File: src/rtl/memory_data_sized.sv
// MEM-stage data memory: step-gated loads/stores, self-initialising reset sequence, debug read port.
// Sub-word (byte/half) accesses with sign/zero extension are built only when DMEM_SUBWORD_EN is defined.
module memory_data_sized #(
    parameter int unsigned BITS_SIZE     = 32,
    parameter int unsigned SIZE_MEM_DATA = 16
) (
    input  logic                 i_clk,
    input  logic                 i_reset,
    input  logic                 i_step,
    input  logic [BITS_SIZE-1:0] i_alu_address,
    input  logic [BITS_SIZE-1:0] i_data_register,
    input  logic                 i_flag_mem_read,
    input  logic                 i_flag_mem_write,
    input  logic [1:0]           i_mem_size,
    input  logic                 i_mem_unsigned,
    input  logic [BITS_SIZE-1:0] i_debug_address,
    output logic [BITS_SIZE-1:0] o_data_read,
    output logic                 o_read_valid,
    output logic [BITS_SIZE-1:0] o_debug_data,
    output logic                 o_misaligned,
    output logic                 o_init_busy
);

    localparam int unsigned ADDR_BITS = $clog2(SIZE_MEM_DATA);

    typedef enum logic {ST_INIT, ST_READY} state_t;

    state_t               state, state_next;
    logic [ADDR_BITS-1:0] cnt, cnt_next;
    logic                 access_c;

    logic [BITS_SIZE-1:0] mem [SIZE_MEM_DATA];

    logic [ADDR_BITS-1:0] word_idx_c;
    logic [ADDR_BITS-1:0] dbg_idx_c;
    logic [1:0]           off_c;
    logic [BITS_SIZE-1:0] rd_word_c;
    logic [BITS_SIZE-1:0] load_c;
    logic [BITS_SIZE-1:0] wmask_c;
    logic [BITS_SIZE-1:0] wdata_c;
    logic                 misaligned_c;
    logic                 do_write_c;
    logic                 do_read_c;
    logic                 unused_c;

    assign word_idx_c = i_alu_address[ADDR_BITS+1:2];
    assign dbg_idx_c  = i_debug_address[ADDR_BITS-1:0];
    assign off_c      = i_alu_address[1:0];
    assign rd_word_c  = mem[word_idx_c];

`ifdef DMEM_SUBWORD_EN
    logic [7:0]  lane_b_c;
    logic [15:0] lane_h_c;

    assign unused_c = ^{i_alu_address[BITS_SIZE-1:ADDR_BITS+2], i_debug_address[BITS_SIZE-1:ADDR_BITS]};

    // Lane selection, extension and store byte mask (little-endian)
    always_comb begin
        lane_b_c     = rd_word_c[{off_c, 3'b000} +: 8];
        lane_h_c     = off_c[1] ? rd_word_c[31:16] : rd_word_c[15:0];
        load_c       = rd_word_c;
        wmask_c      = '1;
        wdata_c      = i_data_register;
        misaligned_c = (off_c != 2'b00);
        case (i_mem_size)
            2'b00: begin
                load_c       = i_mem_unsigned ? {24'b0, lane_b_c} : {{24{lane_b_c[7]}}, lane_b_c};
                wmask_c      = BITS_SIZE'(32'h0000_00FF) << {off_c, 3'b000};
                wdata_c      = {4{i_data_register[7:0]}};
                misaligned_c = 1'b0;
            end
            2'b01: begin
                load_c       = i_mem_unsigned ? {16'b0, lane_h_c} : {{16{lane_h_c[15]}}, lane_h_c};
                wmask_c      = off_c[1] ? BITS_SIZE'(32'hFFFF_0000) : BITS_SIZE'(32'h0000_FFFF);
                wdata_c      = {2{i_data_register[15:0]}};
                misaligned_c = off_c[0];
            end
            default: ;
        endcase
    end
`else
    assign unused_c = ^{i_alu_address[BITS_SIZE-1:ADDR_BITS+2], i_debug_address[BITS_SIZE-1:ADDR_BITS],
                        i_mem_size, i_mem_unsigned};
    assign load_c       = rd_word_c;
    assign wmask_c      = '1;
    assign wdata_c      = i_data_register;
    assign misaligned_c = (off_c != 2'b00);
`endif

    // State register
    always_ff @(posedge i_clk) begin
        if (!i_reset) begin
            state <= ST_INIT;
            cnt   <= '0;
        end else begin
            state <= state_next;
            cnt   <= cnt_next;
        end
    end

    // Next state: INIT walks every word once, READY accepts stepped accesses
    always_comb begin
        state_next = state;
        cnt_next   = cnt;
        access_c   = 1'b0;
        case (state)
            ST_INIT: begin
                cnt_next = cnt + ADDR_BITS'(1);
                if (cnt == ADDR_BITS'(SIZE_MEM_DATA - 1)) state_next = ST_READY;
            end
            ST_READY: access_c = (i_flag_mem_read | i_flag_mem_write) & i_step;
            default:  state_next = ST_INIT;
        endcase
    end

    assign do_write_c = access_c & i_flag_mem_write & ~misaligned_c;
    assign do_read_c  = access_c & i_flag_mem_read;

    // Storage: INIT fill or masked store; reads above see pre-write contents
    always_ff @(posedge i_clk) begin
        if (i_reset) begin
            if (state == ST_INIT) begin
                mem[cnt] <= BITS_SIZE'(cnt);
            end else if (do_write_c) begin
                mem[word_idx_c] <= (rd_word_c & ~wmask_c) | (wdata_c & wmask_c);
            end
        end
    end

    // Registered outputs
    always_ff @(posedge i_clk) begin
        if (!i_reset) begin
            o_data_read  <= '0;
            o_read_valid <= 1'b0;
            o_debug_data <= '0;
            o_misaligned <= 1'b0;
            o_init_busy  <= 1'b1;
        end else begin
            o_read_valid <= do_read_c;
            o_misaligned <= access_c & misaligned_c;
            if (do_read_c) o_data_read <= misaligned_c ? '0 : load_c;
            o_debug_data <= mem[dbg_idx_c];
            o_init_busy  <= (state_next == ST_INIT);
        end
    end

endmodule

File: config.mk
export PLATFORM = sky130hd
export DESIGN_NAME = memory_data_sized
export DESIGN_NICKNAME = d
export VERILOG_FILES = /design/src/rtl/memory_data_sized.sv
export SDC_FILE = /design/constraint.sdc
export NUM_CORES = 1
export LEC_CHECK = 0
export BUFFER_PORTS_ARGS = -buffer_cell sky130_fd_sc_hd__buf_2
export CAP_MARGIN = 20
export CORE_ASPECT_RATIO = 1.75
export CORE_MARGIN = 3
export CORE_UTILIZATION = 39
export CTS_CLUSTER_SIZE = 14
export DETAILED_ROUTE_END_ITERATION = 8
export PLACE_DENSITY = 0.61
export SYNTH_ARGS = -nofsm -noshare
export SYNTH_HDL_FRONTEND = slang
export SYNTH_SLANG_ARGS = --single-unit
File: constraint.sdc
create_clock -name i_clk -period 9.7 [get_ports i_clk]
set_input_delay 0.97 -clock i_clk [delete_from_list [all_inputs] [get_ports i_clk]]
set_output_delay 0.97 -clock i_clk [all_outputs]
set_load 0.02 [all_outputs]
==> summary.txt <==
Vias: 14,003
DRT Pass-1 Iters: 5
Final setup violation count: 0
RD Place Congestion: 0.726
Post-route setup slack: 6050 ps
Fin. max-slew vios: 0
Cells after synthesis: 1,365
Reg clk slew, reported paths: 60 ps
Area growth, synth to finish: 12.6%
Final Hold Fails: 0
Initial antenna violation count: 2
Worst slew pin tran: 1070 ps
Hold path start: o_data_read[9]$_SDFFE_PN0P_
Remaining design rule violation count: 0
Worst setup EP type: flip-flop
FP Rows: 124
1st-iter DRT viols: 1,152
Lkg Pwr: 10.4 nW
Share of cells above drive strength 1: 34.3%
Most frequent cells in the layout: 512 x edfxtp_1, 241 x mux4_2, 108 x buf_2, 88 x nand2_1, 72 x dfxtp_1
Status: completed
Commonest non-fill, non-tap cell in the layout: edfxtp_1
GRT overflow: 0
Synth Cell Area: 0.0257 sq mm
Clock latency on the worst-skew pair: 600 ps
Endpoint of the worst hold path: o_data_read[9]$_SDFFE_PN0P_
Die Span X: 200 um
Core area: 0.0653 sq mm
Maximum number of pins on one net before global-route repair: 93
Synth Area per Inst: 18.9 sq um
ANT cells: 0
Slew Limit Headroom: 28.9%
Chip height: 346 um
Hold Path Class: flip-flop to flip-flop
Final Critical Period: 3650 ps
Post-DP HPWL: 36,400 um
Startpoint types: flip-flop
Design area: 0.0290 sq mm
Synth unique cells: 39
Hold Path Depth: 2
Fill cells: 5,619
Final wirelength: 68,500 um
Power per cell area: 176 mW/mm^2
Clock Tree Buf Depth: 3
Post-CTS Setup Inserts: 0
Placed Area: 0.0273 sq mm
FF-to-FF End: mem[4][31]$_DFFE_PP_
RSZ-0062 raised after global routing: no
CTS tree: done
Worst vdd rail ir drop: 0.114 mV
Cell taking the most area after synthesis: edfxtp_1
TNS Setup: 0 ps
Synth Register Bits: 584
Crit Path Max Fanout: 36
Io pins: 171
Num CTS Buffers: 53
Register area share after synthesis: 65.3%
CP Data Required Time: 9940 ps
WS Path Type: flip-flop to flip-flop
CTS Root Cell: clkbuf_16
Vias in the first global route: 15,182
Vias/cell: 5.85
Die ar.: 0.0692 sq mm
Nets: 1,572
Post-place setup slack: 5490 ps
Synth top area share: 59.7%
Flop2flop setup slack: 6050 ps
Worst R2R Start: state$_SDFF_PN0_
Detail Route Antenna Nets: 0
CTS Hold Bufs: 0
Synth top area cells: edfxtp_1 60%, mux4_2 21%, dfxtp_1 5.6%
CTS H-tree lvls: 2
Final period utilization: 37.7%
Synth warn: 0
Routed WL per cell: 28.6 um
Clock skew: 11.4 ps
Gr usage total: 19.8%
Max Freq: 274 MHz
FF-to-FF path depth: 6
Port bufs: 113
Max-cap violations: 0
Synthesized net count: 1,470
Sink Count: 584
Global-route wire length before repair: 101,000 um
CP arrival: 3900 ps
Resize count post-CTS: 0
Initial core utilization: 39.4%
-- layout make-up --
type	count	area [sq um]	area share (%)
inverters	3	11.3	0.0388
clock inverters	17	121	0.419
well taps	882	1100	3.81
flip-flops and latches	584	16800	58.0
clock buffers	82	1550	5.35
multi-input cells	677	8510	29.4
repair buffers	148	878	3.03
-- cells in the mapped netlist (all sizes together) --
library cell  count
nand2            88
and4              2
and3              4
nor2             28
a32oi             5
inv               3
o31ai            11
nor3b             1
edfxtp          512
dfxtp            72
a31oi             3
nor4              1
nor2b            30
mux2             37
xnor2             1
and2             30
mux2i            46
nand4             4
nor4b            11
clkbuf           38
a221o            11
nand2b            2
o211ai            4
o22ai            17
o21ai             1
a22oi            32
nor3              1
buf              63
ha                1
nand3            40
o32a              1
mux4            241
a211oi           22
xor2              2
-- metal layers --
metal | vias up | GRT usage [%] | wire length [um]
met4 | 4 | 6.27 | 1920
met3 | 114 | 3.11 | 4050
li1 | 5905 | - | -
met5 | - | 0 | 24
met1 | 7487 | 24.6 | 26300
met2 | 493 | 35.5 | 36200
-- flip-flops by register name (all words and copies together) (netlist names) --
| name | count |
|---|---|
| mem | 512 |
| o_data_read | 32 |
| o_debug_data | 32 |
| cnt | 4 |
| o_init_busy | 1 |
| o_misaligned | 1 |
| o_read_valid | 1 |
| state | 1 |
-- worst max path at each step --
stage	from	endpoint	slack [ps]	cells after the start
2_1_floorplan	i_reset	mem[10][0]$_DFFE_PP_	5880	7
3_3_place_gp	i_reset	mem[4][25]$_DFFE_PP_	5470	7
3_5_place_dp	i_reset	mem[4][25]$_DFFE_PP_	5490	7
4_1_cts	state$_SDFF_PN0_	mem[4][27]$_DFFE_PP_	6020	6
5_1_grt	state$_SDFF_PN0_	mem[4][31]$_DFFE_PP_	5880	6
6_report	state$_SDFF_PN0_	mem[4][31]$_DFFE_PP_	6050	6
-- cell families after synthesis --
logic type / share of synthesized area, %
AOI/OAI and AO/OA: 3.15
xor gates and xnor gates: 0.102
adders and majority gates: 0.0486
buffers and inverters: 2.18
DFF: 65.3
muxes: 24.5
and+or+nand+nor: 4.69
-- power by group --
group	switching (mW)	internal (mW)	leakage, nW	total, mW
clock network	0.914	1.13	0.803	2.04
registers	0.0126	2.73	6.15	2.75
logic	0.180	0.121	3.42	0.300
-- stage by stage --
step | power, mW | hold WS [ps] | util, % | cells
final | 5.09 | 502 | 44.4 | 2393
after global routing | 5.25 | 544 | 44.4 | 2393
after CTS | 5.14 | 509 | 44.3 | 2392
after detailed placement | 3.10 | 494 | 41.8 | 2293
after global placement | 3.10 | 494 | 41.8 | 2293
after floorplan | 3.00 | 530 | - | 1365
-- critical path: stages, from the launching register on --
cell and delay, ps:
dfxtp_1 570, and3_1 300, and3_2 200, buf_4 540, a31oi_1 480, nor2_4 710
buf_4 490
(Power assumes the default switching activity.)
